File: src/rtl/reg_dc_pkg.sv
// Shared constants and types for the decode-stage register read/bypass slice.
// Holds default widths and the register-number width helper.
package reg_dc_pkg;

  localparam int DEF_DATA_W = 16;
  localparam int DEF_NREG   = 8;
  localparam int DEF_CNT_W  = 8;

  function automatic int reg_aw(input int nreg);
    return (nreg > 1) ? $clog2(nreg) : 1;
  endfunction

  localparam int DEF_AW = reg_aw(DEF_NREG);

  typedef logic [DEF_AW-1:0] reg_num_t;

endpackage

File: src/rtl/reg_dc_rdport.sv
// One combinational register read port: slice select, zero register,
// write-back bypass and a bypass-hit flag for the event counter.
module reg_dc_rdport
  import reg_dc_pkg::*;
#(
  parameter int DATA_W   = DEF_DATA_W,
  parameter int NREG     = DEF_NREG,
  parameter int AW       = reg_aw(NREG),
  parameter bit ZERO_REG = 1'b0
) (
  input  logic [AW-1:0]          n_reg,
  input  logic [NREG*DATA_W-1:0] reg_all,
  input  logic                   wb_en,
  input  logic [AW-1:0]          n_wb,
  input  logic [DATA_W-1:0]      wb_data,
  output logic [DATA_W-1:0]      data,
  output logic                   hit
);

  logic [DATA_W-1:0] sel;
  logic              is_zero;

  assign sel     = reg_all[int'(n_reg)*DATA_W +: DATA_W];
  assign is_zero = ZERO_REG && (n_reg == '0);
  // register 0 under ZERO_REG never counts as a bypass
  assign hit     = !is_zero && wb_en && (n_wb == n_reg);

  always_comb begin
    data = sel;
    unique case (1'b1)
      is_zero: data = '0;
      hit:     data = wb_data;
      default: data = sel;
    endcase
  end

endmodule

File: src/rtl/reg_dc_bypass.sv
// Decode stage: dual register read with write-back bypass into a one-entry
// valid/ready output stage, held-operand coherence and bypass counter.
module reg_dc_bypass
  import reg_dc_pkg::*;
#(
  parameter int DATA_W   = DEF_DATA_W,
  parameter int NREG     = DEF_NREG,
  parameter bit ZERO_REG = 1'b0,
  parameter int CNT_W    = DEF_CNT_W
) (
  input  logic                       CLK_DC,
  input  logic                       RESET_N,
  input  logic                       IN_VALID,
  output logic                       IN_READY,
  input  logic [$clog2(NREG)-1:0]    N_REG_A_IN,
  input  logic [$clog2(NREG)-1:0]    N_REG_B_IN,
  input  logic [NREG*DATA_W-1:0]     REG_ALL,
  input  logic                       WB_EN,
  input  logic [$clog2(NREG)-1:0]    N_WB,
  input  logic [DATA_W-1:0]          WB_DATA,
  output logic                       OUT_VALID,
  input  logic                       OUT_READY,
  output logic [$clog2(NREG)-1:0]    N_REG_A_OUT,
  output logic [$clog2(NREG)-1:0]    N_REG_B_OUT,
  output logic [DATA_W-1:0]          REG_A_OUT,
  output logic [DATA_W-1:0]          REG_B_OUT,
  output logic [CNT_W-1:0]           BYPASS_CNT
);

  localparam int AW = reg_aw(NREG);

  logic              out_valid;
  logic              load;
  logic              hold;
  logic              hit_a;
  logic              hit_b;
  logic [DATA_W-1:0] rd_a;
  logic [DATA_W-1:0] rd_b;
  logic              wb_ok;
  logic              upd_a;
  logic              upd_b;
  logic [CNT_W:0]    cnt_sum;

  reg_dc_rdport #(
    .DATA_W   (DATA_W),
    .NREG     (NREG),
    .AW       (AW),
    .ZERO_REG (ZERO_REG)
  ) u_rd_a (
    .n_reg   (N_REG_A_IN),
    .reg_all (REG_ALL),
    .wb_en   (WB_EN),
    .n_wb    (N_WB),
    .wb_data (WB_DATA),
    .data    (rd_a),
    .hit     (hit_a)
  );

  reg_dc_rdport #(
    .DATA_W   (DATA_W),
    .NREG     (NREG),
    .AW       (AW),
    .ZERO_REG (ZERO_REG)
  ) u_rd_b (
    .n_reg   (N_REG_B_IN),
    .reg_all (REG_ALL),
    .wb_en   (WB_EN),
    .n_wb    (N_WB),
    .wb_data (WB_DATA),
    .data    (rd_b),
    .hit     (hit_b)
  );

  assign OUT_VALID = out_valid;
  assign IN_READY  = !out_valid || OUT_READY;
  assign load      = IN_VALID && IN_READY;
  assign hold      = out_valid && !OUT_READY;

  // held operands track later write-backs so execute never sees stale data
  assign wb_ok = WB_EN && !(ZERO_REG && (N_WB == '0));
  assign upd_a = hold && wb_ok && (N_WB == N_REG_A_OUT);
  assign upd_b = hold && wb_ok && (N_WB == N_REG_B_OUT);

  // carry out of the sum means the counter would pass all-ones
  assign cnt_sum = (CNT_W+1)'(BYPASS_CNT)
                 + (CNT_W+1)'(hit_a)
                 + (CNT_W+1)'(hit_b);

  always_ff @(posedge CLK_DC or negedge RESET_N) begin
    if (!RESET_N) begin
      out_valid   <= 1'b0;
      N_REG_A_OUT <= '0;
      N_REG_B_OUT <= '0;
      REG_A_OUT   <= '0;
      REG_B_OUT   <= '0;
      BYPASS_CNT  <= '0;
    end else if (load) begin
      out_valid   <= 1'b1;
      N_REG_A_OUT <= N_REG_A_IN;
      N_REG_B_OUT <= N_REG_B_IN;
      REG_A_OUT   <= rd_a;
      REG_B_OUT   <= rd_b;
      BYPASS_CNT  <= cnt_sum[CNT_W] ? '1
                                    : cnt_sum[CNT_W-1:0];
    end else begin
      if (OUT_READY) begin
        out_valid <= 1'b0;
      end
      if (upd_a) begin
        REG_A_OUT <= WB_DATA;
      end
      if (upd_b) begin
        REG_B_OUT <= WB_DATA;
      end
    end
  end

endmodule
File: config.mk
export PLATFORM = sky130hd
export DESIGN_NAME = reg_dc_bypass
export DESIGN_NICKNAME = d
export VERILOG_FILES = /design/src/rtl/reg_dc_pkg.sv /design/src/rtl/reg_dc_rdport.sv /design/src/rtl/reg_dc_bypass.sv
export SDC_FILE = /design/constraint.sdc
export NUM_CORES = 1
export LEC_CHECK = 0
export CAP_MARGIN = 20
export CORE_ASPECT_RATIO = 0.8
export CORE_MARGIN = 1.5
export CORE_UTILIZATION = 42
export CTS_BUF_LIST = sky130_fd_sc_hd__clkbuf_8
export DETAILED_ROUTE_END_ITERATION = 16
export PLACE_DENSITY = 0.83
export SETUP_SLACK_MARGIN = 0.15
export SLEW_MARGIN = 20
export SYNTH_ARGS = -nofsm -noshare
export SYNTH_HDL_FRONTEND = slang
export SYNTH_SLANG_ARGS = --single-unit
File: constraint.sdc
create_clock -name CLK_DC -period 2.07 [get_ports CLK_DC]
set_input_delay 0.414 -clock CLK_DC [delete_from_list [all_inputs] [get_ports CLK_DC]]
set_output_delay 0.414 -clock CLK_DC [all_outputs]
set_load 0.05 [all_outputs]
==> results of run 1 <==
[per-stage QoR]
step                      hold slack (ps)  setup TNS [ps]
after detailed placement            418.5          -16230
final                               72.64               0
after global placement              410.9          -14700
after floorplan                     118.4           -1096
after CTS                           92.00               0
after global routing                94.07               0
[cells by family (layout without fill, tap and decap cells)]
| family | after synthesis | in the layout | synth area share (%) |
|---|---|---|---|
| DFF | 47 | 47 | 28.25 |
| adders and majority gates | 1 | 1 | 0.4808 |
| AOI/OAI and AO/OA | 41 | 42 | 10.46 |
| xor gates and xnor gates | 12 | 12 | 2.524 |
| muxes | 105 | 105 | 44.71 |
| and+or+nand+nor | 60 | 60 | 7.632 |
| buffers and inverters | 52 | 284 | 5.950 |
[critical path: stages]
cell,delay [ps]
buf_8,100
buf_6,110
xnor2_2,120
and4_4,230
inv_2,40
fa_2,420
nor2b_4,150
nand4_1,150
nor2_2,160
mux2_4,310
[layer usage]
| layer | track usage, % | vias up |
|---|---|---|
| li1 | - | 1775 |
| met1 | 38.61 | 2016 |
| met2 | 42.67 | 253 |
| met3 | 6.213 | 21 |
| met4 | 6.875 | 0 |
| met5 | 0 | - |
[cells in the mapped netlist, drive strengths merged]
cell     n
mux4    64
inv     20
mux2i   33
and2     2
a21o     2
o21a     2
o221ai  16
nand4    2
a21oi    4
and4     1
clkbuf  10
buf     22
nand2    6
xnor2    6
nor2     6
mux2     8
and3     1
nor2b    1
nand3b   2
a311oi   1
a221oi   1
a221o   15
nand2b   3
nor3    16
fa       1
dfrtp   47
xor2     6
nand3   18
or4      1
nor4     1
[power by group through the flow]
stage          clock network (W)  registers [W]  logic [W]
2_1_floorplan                  0        0.00192   0.000704
3_3_place_gp                   0        0.00127    0.00235
3_5_place_dp                   0        0.00128    0.00239
4_1_cts                 0.000802        0.00126    0.00237
5_1_grt                 0.000842        0.00128    0.00249
6_report                0.000796        0.00126    0.00238
[worst min-delay path by stage]
| stage | from | endpoint | cells past startpoint |
|---|---|---|---|
| 3_5_place_dp | RESET_N | BYPASS_CNT[5] | 2 |
| 2_1_floorplan | RESET_N | BYPASS_CNT[0] | 0 |
| 5_1_grt | RESET_N | BYPASS_CNT[6] | 2 |
| 6_report | RESET_N | BYPASS_CNT[5] | 2 |
| 3_3_place_gp | RESET_N | REG_B_OUT[2] | 2 |
| 4_1_cts | RESET_N | BYPASS_CNT[5] | 2 |
[registers in the layout, summed over array words and instances, names as in the netlist]
name         count
REG_A_OUT       16
REG_B_OUT       16
BYPASS_CNT       8
N_REG_A_OUT      3
N_REG_B_OUT      3
OUT_VALID        1
[cell type report]
type / instances / area [um^2] / area share [%]
flip-flops and latches: 47 / 1179 / 16.92
well taps: 136 / 170.2 / 2.443
inverters: 20 / 75.07 / 1.078
multi-input cells: 220 / 2854 / 40.97
repair buffers: 256 / 2555 / 36.68
clock inverters: 3 / 63.81 / 0.9161
clock buffers: 5 / 68.82 / 0.9880
[timing repair]
item	4_1_cts	5_1_grt
gates cloned	0	1
pin swaps	9	8
endpoints found under the setup margin	56	55
resized for setup	52	42
buffers inserted	4	2
==> results.md, run 1 <==
* Status: finished, final reports clean
* Placed Area at 0.006661 mm^2
* Critical Path Source Type: input port
* CTS tree: yes
* Setup Viol. Count Final at 0
* Vias per inst at 5.917
* Hold WC Path Type: in2async
* Final core occ at 72.19%
* P_int at 0.002661 W
* Mapped Nets at 477
* Starting Density at 43.15%
* M1 WL at 5925 um
* Clock Tree Buf Depth at 2
* Maximum VDD drop at 0.3826 mV
* Switch share at 40.05%
* Share of total power in the clock network at 17.9%
* Congestion Overflow GR at 0
* Final instance area at 0.006965 mm^2
* Die W at 114.3 um
* Number of clock sinks at 47
* All-layer global routing usage at 27.26%
* Final total power at 0.004440 W
* Slew headroom at 63.46%
* LEAKAGE at 3.082 nW
* Pre-CTS setup slack at -763.1 ps
* Unrepaired setup endpoints after global routing: true
* Synth warn at 0
* Worst-path fanout max at 3
* FF-to-FF path depth at 6
* Period minus WS final at 2007 ps
* Logic pwr share at 53.7%
* WL met3 at 1479 um
* Max-Cap Viols at 0
* Global-route wire length before repair at 21,600 um
* FILL cells at 662
* Crit Path Category: in2reg
* # diodes at 0
* Cell taking the most area after synthesis: mux4_2
* Seq/Total Area, Yosys at 28.25%
* H-tree depth at 2
* Count of cell types in the netlist at 36
* Hpwl dp at 11,570 um
* Yosys top cell area share at 34.62%
* Routed met2 length at 6955 um
* Mapped Avg Cell Area at 13.09 um^2
* Worst skew pair latency at 300 ps
* Top routing layer used: met4
* Critical Path Source: N_WB[2]
* I/O pins at 206
* Post-Synthesis Cell Area at 0.004164 mm^2
* Cell count after synthesis at 318
* PwrDens at 637.4 mW/mm^2
* Routed WL at 14,640 um
* Switching pwr at 0.001778 W
* Die Height at 92.06 um
* Final WS setup at 63.25 ps
* Finished Layout Cells at 687
* Capture point of the worst reg-to-reg path: BYPASS_CNT[6]
* Most common cell after layout, fill and taps aside: clkdlybuf4s50_1
* P&R area growth vs syn at 67.28%
* DP Cell Count at 672
* F_max at 0.4983 GHz
* Initial DRT Pass Iterations at 7
* Initial drt markers at 320
* Clock-pin slew on the worst setup and hold paths at 90 ps
* Slew @ Worst Pin at 547.3 ps
* Avg WL per Cell at 21.31 um
* Area contributors post-synth: mux4_2 35%, dfrtp_1 28%, mux2i_1 7.9%
* Worst Path Required at 2260 ps
* Vias in the first global route at 4,039
* CORE AREA at 0.009649 mm^2
* Cell row count at 32
* Layout Nets at 709
* Slew Limit Fails at 0
* Cts hold-fix bufs at 0
* Critical path arrival at 2200 ps
* Tcrit/Tclk final at 96.94%
* Clock root cell: clkbuf_8
* RR Startpoint: BYPASS_CNT[0]
* Antenna viol nets, final at 0
* Endpoints failing hold at 0
* #FFs+latches synth at 47
* Critical path endpoint: BYPASS_CNT[6]
* Largest net degree at the start of global routing at 48
* CP Capture Type: register
* Reg-to-reg slack, setup at 330 ps
* Layout cells sized above 1 at 32.12%
* # port buffers at 205
* Antenna violations before repair at 0
* Die area at 0.01052 mm^2
* Most frequent cells in the layout: 151 x clkdlybuf4s50_1, 64 x mux4_2, 45 x dfrtp_1
* Vias post-DR at 4,065
* DRC viols at 0
* Reg power frac at 28.4%
* TritonCTS Buffers at 5
* Layout Skew at 6.006 ps
* Gpl congestion at 0.9145
(Power assumes the default switching activity.)
==> run 2: changes to the inputs <==
Settings changed: CORE_MARGIN 1.5 to unset.
==> results.md, run 2 (synthesis gave the netlist of run 1 again) <==
* CORE AREA at 0.009649 mm^2 (unchanged)
* Cell row count at 32 (unchanged)
* Vias in the first global route at 4,335 (+7.3%)
* # port buffers at 205 (unchanged)
* Global-route wire length before repair at 23,720 um (+9.8%)
* All-layer global routing usage at 30.11% (+2.8 points)
* F_max at 0.5025 GHz (+0.83%)
* CP Capture Type: register
* Slowest stage cell, crit path: fa_2
* Number of clock sinks at 47 (unchanged)
* Top Registers: REG_A_OUT x16, REG_B_OUT x16, BYPASS_CNT x8
* Final instance area at 0.006927 mm^2 (-0.56%)
* Slew @ Worst Pin at 592.5 ps (+45.21 ps)
* Antenna violations before repair at 0 (unchanged)
* Pre-CTS setup slack at -806.8 ps (-43.66 ps)
* Gpl congestion at 0.8816 (-3.6%)
* Vias per inst at 5.928 (+0.19%)
* Cts hold-fix bufs at 0 (unchanged)
* Most common cell after layout, fill and taps aside: clkdlybuf4s50_1
* Crit path largest cell delay at 400 ps (-20 ps)
* Vias post-DR at 4,061 (-0.098%)
* Crit Path Category: in2reg
* Die W at 113.3 um (-0.87%)
* Tcrit/Tclk final at 96.15% (-0.80 points)
* H-tree depth at 2 (unchanged)
* FF-to-FF path depth at 7 (+1)
* Register area at 0.001179 mm^2 (unchanged)
* FILL cells at 658 (-0.60%)
* Cell Chain, Critical Path: buf_8 > xnor2_2 > and4_4 > inv_2 > fa_2 > nor2b_2 > buf_4 > and3_4 > nand3_2 > mux2_4
* Antenna viol nets, final at 0 (unchanged)
* # diodes at 0 (unchanged)
* Layout Skew at 14.65 ps (+8.644 ps)
* Worst skew pair latency at 300 ps (about the same)
* Max-Cap Viols at 0 (unchanged)
* Die Height at 91.06 um (-1.1%)
* Placed Area at 0.006649 mm^2 (-0.19%)
* Critical path arrival at 2190 ps (about the same)
* Slew headroom at 60.50% (-3.0 points)
* Final WS setup at 79.78 ps (+16.53 ps)
* Initial drt markers at 273 (-15%)
* Most frequent cells in the layout: 151 x clkdlybuf4s50_1, 64 x mux4_2, 45 x dfrtp_1
* Final core occ at 71.78% (-0.40 points)
* PwrDens at 626.8 mW/mm^2 (-1.7%)
* LEAKAGE at 3.072 nW (-0.33%)
* P&R area growth vs syn at 66.35%
* Setup Viol. Count Final at 0 (unchanged)
* I/O pins at 206 (unchanged)
* Layout cells sized above 1 at 31.33% (-0.79 points)
* Maximum VDD drop at 0.3202 mV (-16%)
* Worst-path fanout max at 2 (-1)
* Clock-pin slew on the worst setup and hold paths at 100 ps (about the same)
* Endpoints failing hold at 0 (unchanged)
* Hpwl dp at 11,850 um (+2.4%)
* Worst Path Required at 2270 ps (about the same)
* Avg WL per Cell at 21.82 um (+2.4%)
* Clock root cell: clkbuf_8
* Initial DRT Pass Iterations at 5 (-2)
* Period minus WS final at 1990 ps (-16.53 ps)
* Critical Path Source Type: input port
* Largest net degree at the start of global routing at 48 (unchanged)
* Starting Density at 43.15% (unchanged)
* Routed WL at 14,950 um (+2.1%)
* Clock Tree Buf Depth at 2 (unchanged)
* Unrepaired setup endpoints after global routing: true
* Hold WC Path Type: in2async
* CTS tree: yes
* Congestion Overflow GR at 0 (unchanged)
* Slew Limit Fails at 0 (unchanged)
* Die area at 0.01032 mm^2 (-2.0%)
* Area of the multi-input gates at 0.002829 mm^2 (-0.88%)
* Status: finished, final reports clean
* DRC viols at 0 (unchanged)
* Layout Nets at 707 (-0.28%)
* TritonCTS Buffers at 5 (unchanged)
run 2: worst max-delay path: cells and delay by family:
kind | cells | cell delay (ps)
mux | 1 | 310
fa+ha+maj | 1 | 400
buf+inv | 3 | 260
simple gates | 4 | 650
xor+xnor | 1 | 150
run 2: final timing paths:
kind	to	start	slack [ps]
worst max-delay path	BYPASS_CNT[5]	N_REG_B_IN[2]	80
worst min-delay path	OUT_VALID	RESET_N	190
worst max register to register	BYPASS_CNT[5]	BYPASS_CNT[0]	300
worst min register to register	REG_B_OUT[11]	REG_B_OUT[11]	520
max in group asynchronous	N_REG_A_OUT[1]	RESET_N	1460
min in group CLK_DC	REG_B_OUT[11]	REG_B_OUT[11]	520
run 2: where the power goes:
part           internal (W)  switching [W]  leakage (nW)  total, W
registers           0.00111       0.000154         0.574   0.00126
clock network      0.000364       0.000334        0.0548  0.000698
logic               0.00107        0.00131          2.44   0.00238
total               0.00254        0.00180          3.07   0.00434
run 2: stage by stage:
step                      hold WS, ps  total power [W]  setup TNS [ps]  cells
after floorplan                 118.4         0.002624           -1096    318
after global placement          496.2         0.003617          -14620    672
after detailed placement        506.6         0.003680          -16400    672
after CTS                       208.1         0.004331               0    684
after global routing            231.8         0.004513               0    685
final                           186.1         0.004341               0    685
run 2: layout make-up:
type / instances / share of cell area, %
clock buffers: 5 / 0.9935
clock inverters: 3 / 0.6684
inverters: 20 / 1.084
multi-input cells: 219 / 40.84
flip-flops and latches: 47 / 17.02
well taps: 136 / 2.457
repair buffers: 255 / 36.94
run 2: timing repair:
| item | CTS | global route |
|---|---|---|
| resized for setup | 57 | 42 |
| hold endpoints to repair | 0 | 0 |
| setup endpoints to repair | 57 | 55 |
| pin swaps | 11 | 8 |
| gates cloned | 0 | 0 |
| setup buffers | 4 | 1 |
run 2: layer usage:
metal	GRT usage, %	up-vias	part of all wire (%)	wire length (um)
li1	-	1767	-	-
met1	42.15	1998	41	6085
met2	48.57	259	48	7174
met3	5.207	37	8.9	1327
met4	7.895	0	2.4	358
met5	0	-	0	0
==> run 3: changes to the inputs <==
Settings changed: TNS_END_PERCENT set to 20.
==> results.md, run 3 (synthesis gave the netlist of run 1 again) <==
* Status: finished, final reports clean
* Vias in the first global route at 4,108 (-5.2%)
* Vias post-DR at 4,007 (-1.3%)
* Hold WC Path Type: in2async
* RR Startpoint: N_REG_A_OUT[1]
* Share of total power in the clock network at 14.0% (-2.1 points)
* Slew Limit Fails at 0 (unchanged)
* Worst Path Required at 2260 ps (about the same)
* Most frequent cells in the layout: 186 x clkdlybuf4s50_1, 64 x mux4_2, 46 x dfrtp_1
* # port buffers at 205 (unchanged)
* Tcrit/Tclk final at 95.29% (-0.85 points)
* Pre-CTS setup slack at -754.4 ps (+52.43 ps)
* Placed Area at 0.006681 mm^2 (+0.49%)
* Layout Skew at 6.994 ps (-7.656 ps)
* Initial drt markers at 261 (-4.4%)
* Clock Tree Buf Depth at 2 (unchanged)
* Global-route wire length before repair at 22,170 um (-6.5%)
* Antenna violations before repair at 0 (unchanged)
* Cell row count at 32 (unchanged)
* Clock-pin slew on the worst setup and hold paths at 90 ps (about the same)
* Routed WL at 14,340 um (-4.0%)
* Layout cells sized above 1 at 31.34% (about the same)
* CORE AREA at 0.009649 mm^2 (unchanged)
* Reg power frac at 29.5% (+0.4 points)
* Top Registers: REG_A_OUT x16, REG_B_OUT x16, BYPASS_CNT x8
* Layout Nets at 710 (+0.42%)
* DRC viols at 0 (unchanged)
* Final WS setup at 97.45 ps (+17.67 ps)
* Unrepaired setup endpoints after global routing: true
* Switching pwr at 0.001780 W (-1.2%)
* Hpwl dp at 11,650 um (-1.7%)
* Avg WL per Cell at 20.85 um (-4.4%)
* Critical Path Source Type: input port
* Clock root cell: clkbuf_8
* Endpoints failing hold at 0 (unchanged)
* Period minus WS final at 1973 ps (-17.67 ps)
* Cts hold-fix bufs at 0 (unchanged)
* PwrDens at 624.2 mW/mm^2 (-0.41%)
* Starting Density at 43.15% (unchanged)
* # diodes at 0 (unchanged)
* Die Height at 91.06 um (unchanged)
* CTS tree: yes
* Crit path largest cell delay at 410 ps (about the same)
* Slew headroom at 60.91% (+0.41 points)
* F_max at 0.5070 GHz (+0.90%)
* Gpl congestion at 0.8171 (-7.3%)
* Congestion Overflow GR at 0 (unchanged)
* Antenna viol nets, final at 0 (unchanged)
* Final instance area at 0.006868 mm^2 (-0.85%)
* TritonCTS Buffers at 5 (unchanged)
* Most common cell after layout, fill and taps aside: clkdlybuf4s50_1
* Die W at 113.3 um (unchanged)
* LEAKAGE at 2.843 nW (-7.4%)
* Initial DRT Pass Iterations at 5 (unchanged)
* CP Capture Type: register
* Crit Path Category: in2reg
* Die area at 0.01032 mm^2 (unchanged)
* H-tree depth at 2 (unchanged)
* Worst-path fanout max at 3 (+1)
* P&R area growth vs syn at 64.93%
* Fin Setup TNS at 0 ps (unchanged)
* All-layer global routing usage at 28.32% (-1.8 points)
* Logic pwr share at 56.5% (+1.7 points)
* Crit-path leading delay family: simple AND/OR/NAND/NOR gates
* Slew @ Worst Pin at 586.3 ps (-6.169 ps)
* Switch share at 41.51% (about the same)
* Critical path arrival at 2160 ps (-30 ps)
* Worst skew pair latency at 300 ps (about the same)
* Crit path buf inv count at 2 (-1)
* Critical Path Source: N_REG_B_IN[0]
* I/O pins at 206 (unchanged)
* Setup Viol. Count Final at 0 (unchanged)
* Max-Cap Viols at 0 (unchanged)
* Vias per inst at 5.824 (-1.8%)
* Final core occ at 71.17% (-0.61 points)
* Slowest stage cell, crit path: fa_2
* P_int at 0.002507 W (-1.3%)
* Final total power at 0.004287 W (-1.3%)
* Maximum VDD drop at 0.2606 mV (-19%)
* Largest net degree at the start of global routing at 34 (-29%)
* Cell Chain, Critical Path: buf_2 > xnor2_2 > and4_4 > inv_2 > fa_2 > nor2b_4 > nand4_1 > nor2_2 > mux2_4
* Number of clock sinks at 47 (unchanged)
[run 3: timing repair]
item	in CTS	in global routing
resized for setup	34	15
setup buffers	2	1
endpoints found under the setup margin	53	67
pin swaps	7	7
[run 3: through the flow]
| step | instances | hold WS (ps) |
|---|---|---|
| 2_1_floorplan | 318 | 118.4 |
| 3_3_place_gp | 677 | 432.2 |
| 3_5_place_dp | 677 | 450.3 |
| 4_1_cts | 687 | 116.4 |
| 5_1_grt | 688 | 129.5 |
| 6_report | 688 | 108.9 |
[run 3: per-layer routing]
layer	share of wire, %	wire [um]	track usage [%]	up-vias
met4	1.5	218	6.250	0
met1	43	6167	40.33	1976
met5	0	0	0	-
met2	47	6752	45.81	233
met3	8.4	1207	4.339	22
li1	-	-	-	1776
[run 3: worst paths after layout]
kind	to	slack, ps	cells after the start
max reg2reg	REG_A_OUT[4]	340	5
min reg2reg	REG_B_OUT[1]	520	1
max in group asynchronous	REG_A_OUT[11]	1340	2
min	REG_A_OUT[12]	110	1
max	BYPASS_CNT[6]	100	9
min in group CLK_DC	REG_B_OUT[1]	520	1
[run 3: cell type report]
cell class	count	area, um^2
repair buffers	258	2512
inverters	20	75.07
multi-input cells	219	2834
clock inverters	2	16.27
clock buffers	6	82.58
fillers	654	2781
flip-flops and latches	47	1177
well taps	136	170.2
[run 3: power groups by stage]
| stage | sequential [W] | clock, W | combinational (W) |
|---|---|---|---|
| 2_1_floorplan | 0.00192 | 0 | 0.000700 |
| 3_3_place_gp | 0.00127 | 0 | 0.00235 |
| 3_5_place_dp | 0.00128 | 0 | 0.00240 |
| 4_1_cts | 0.00126 | 0.000606 | 0.00240 |
| 5_1_grt | 0.00128 | 0.000651 | 0.00254 |
| 6_report | 0.00127 | 0.000599 | 0.00242 |
[run 3: worst register-to-register path, stage by stage, from the launching register on]
cell	delay (ps)
dfrtp_1	430
xor2_1	150
or4_1	580
buf_4	240
nand3_1	90
o221ai_1	110
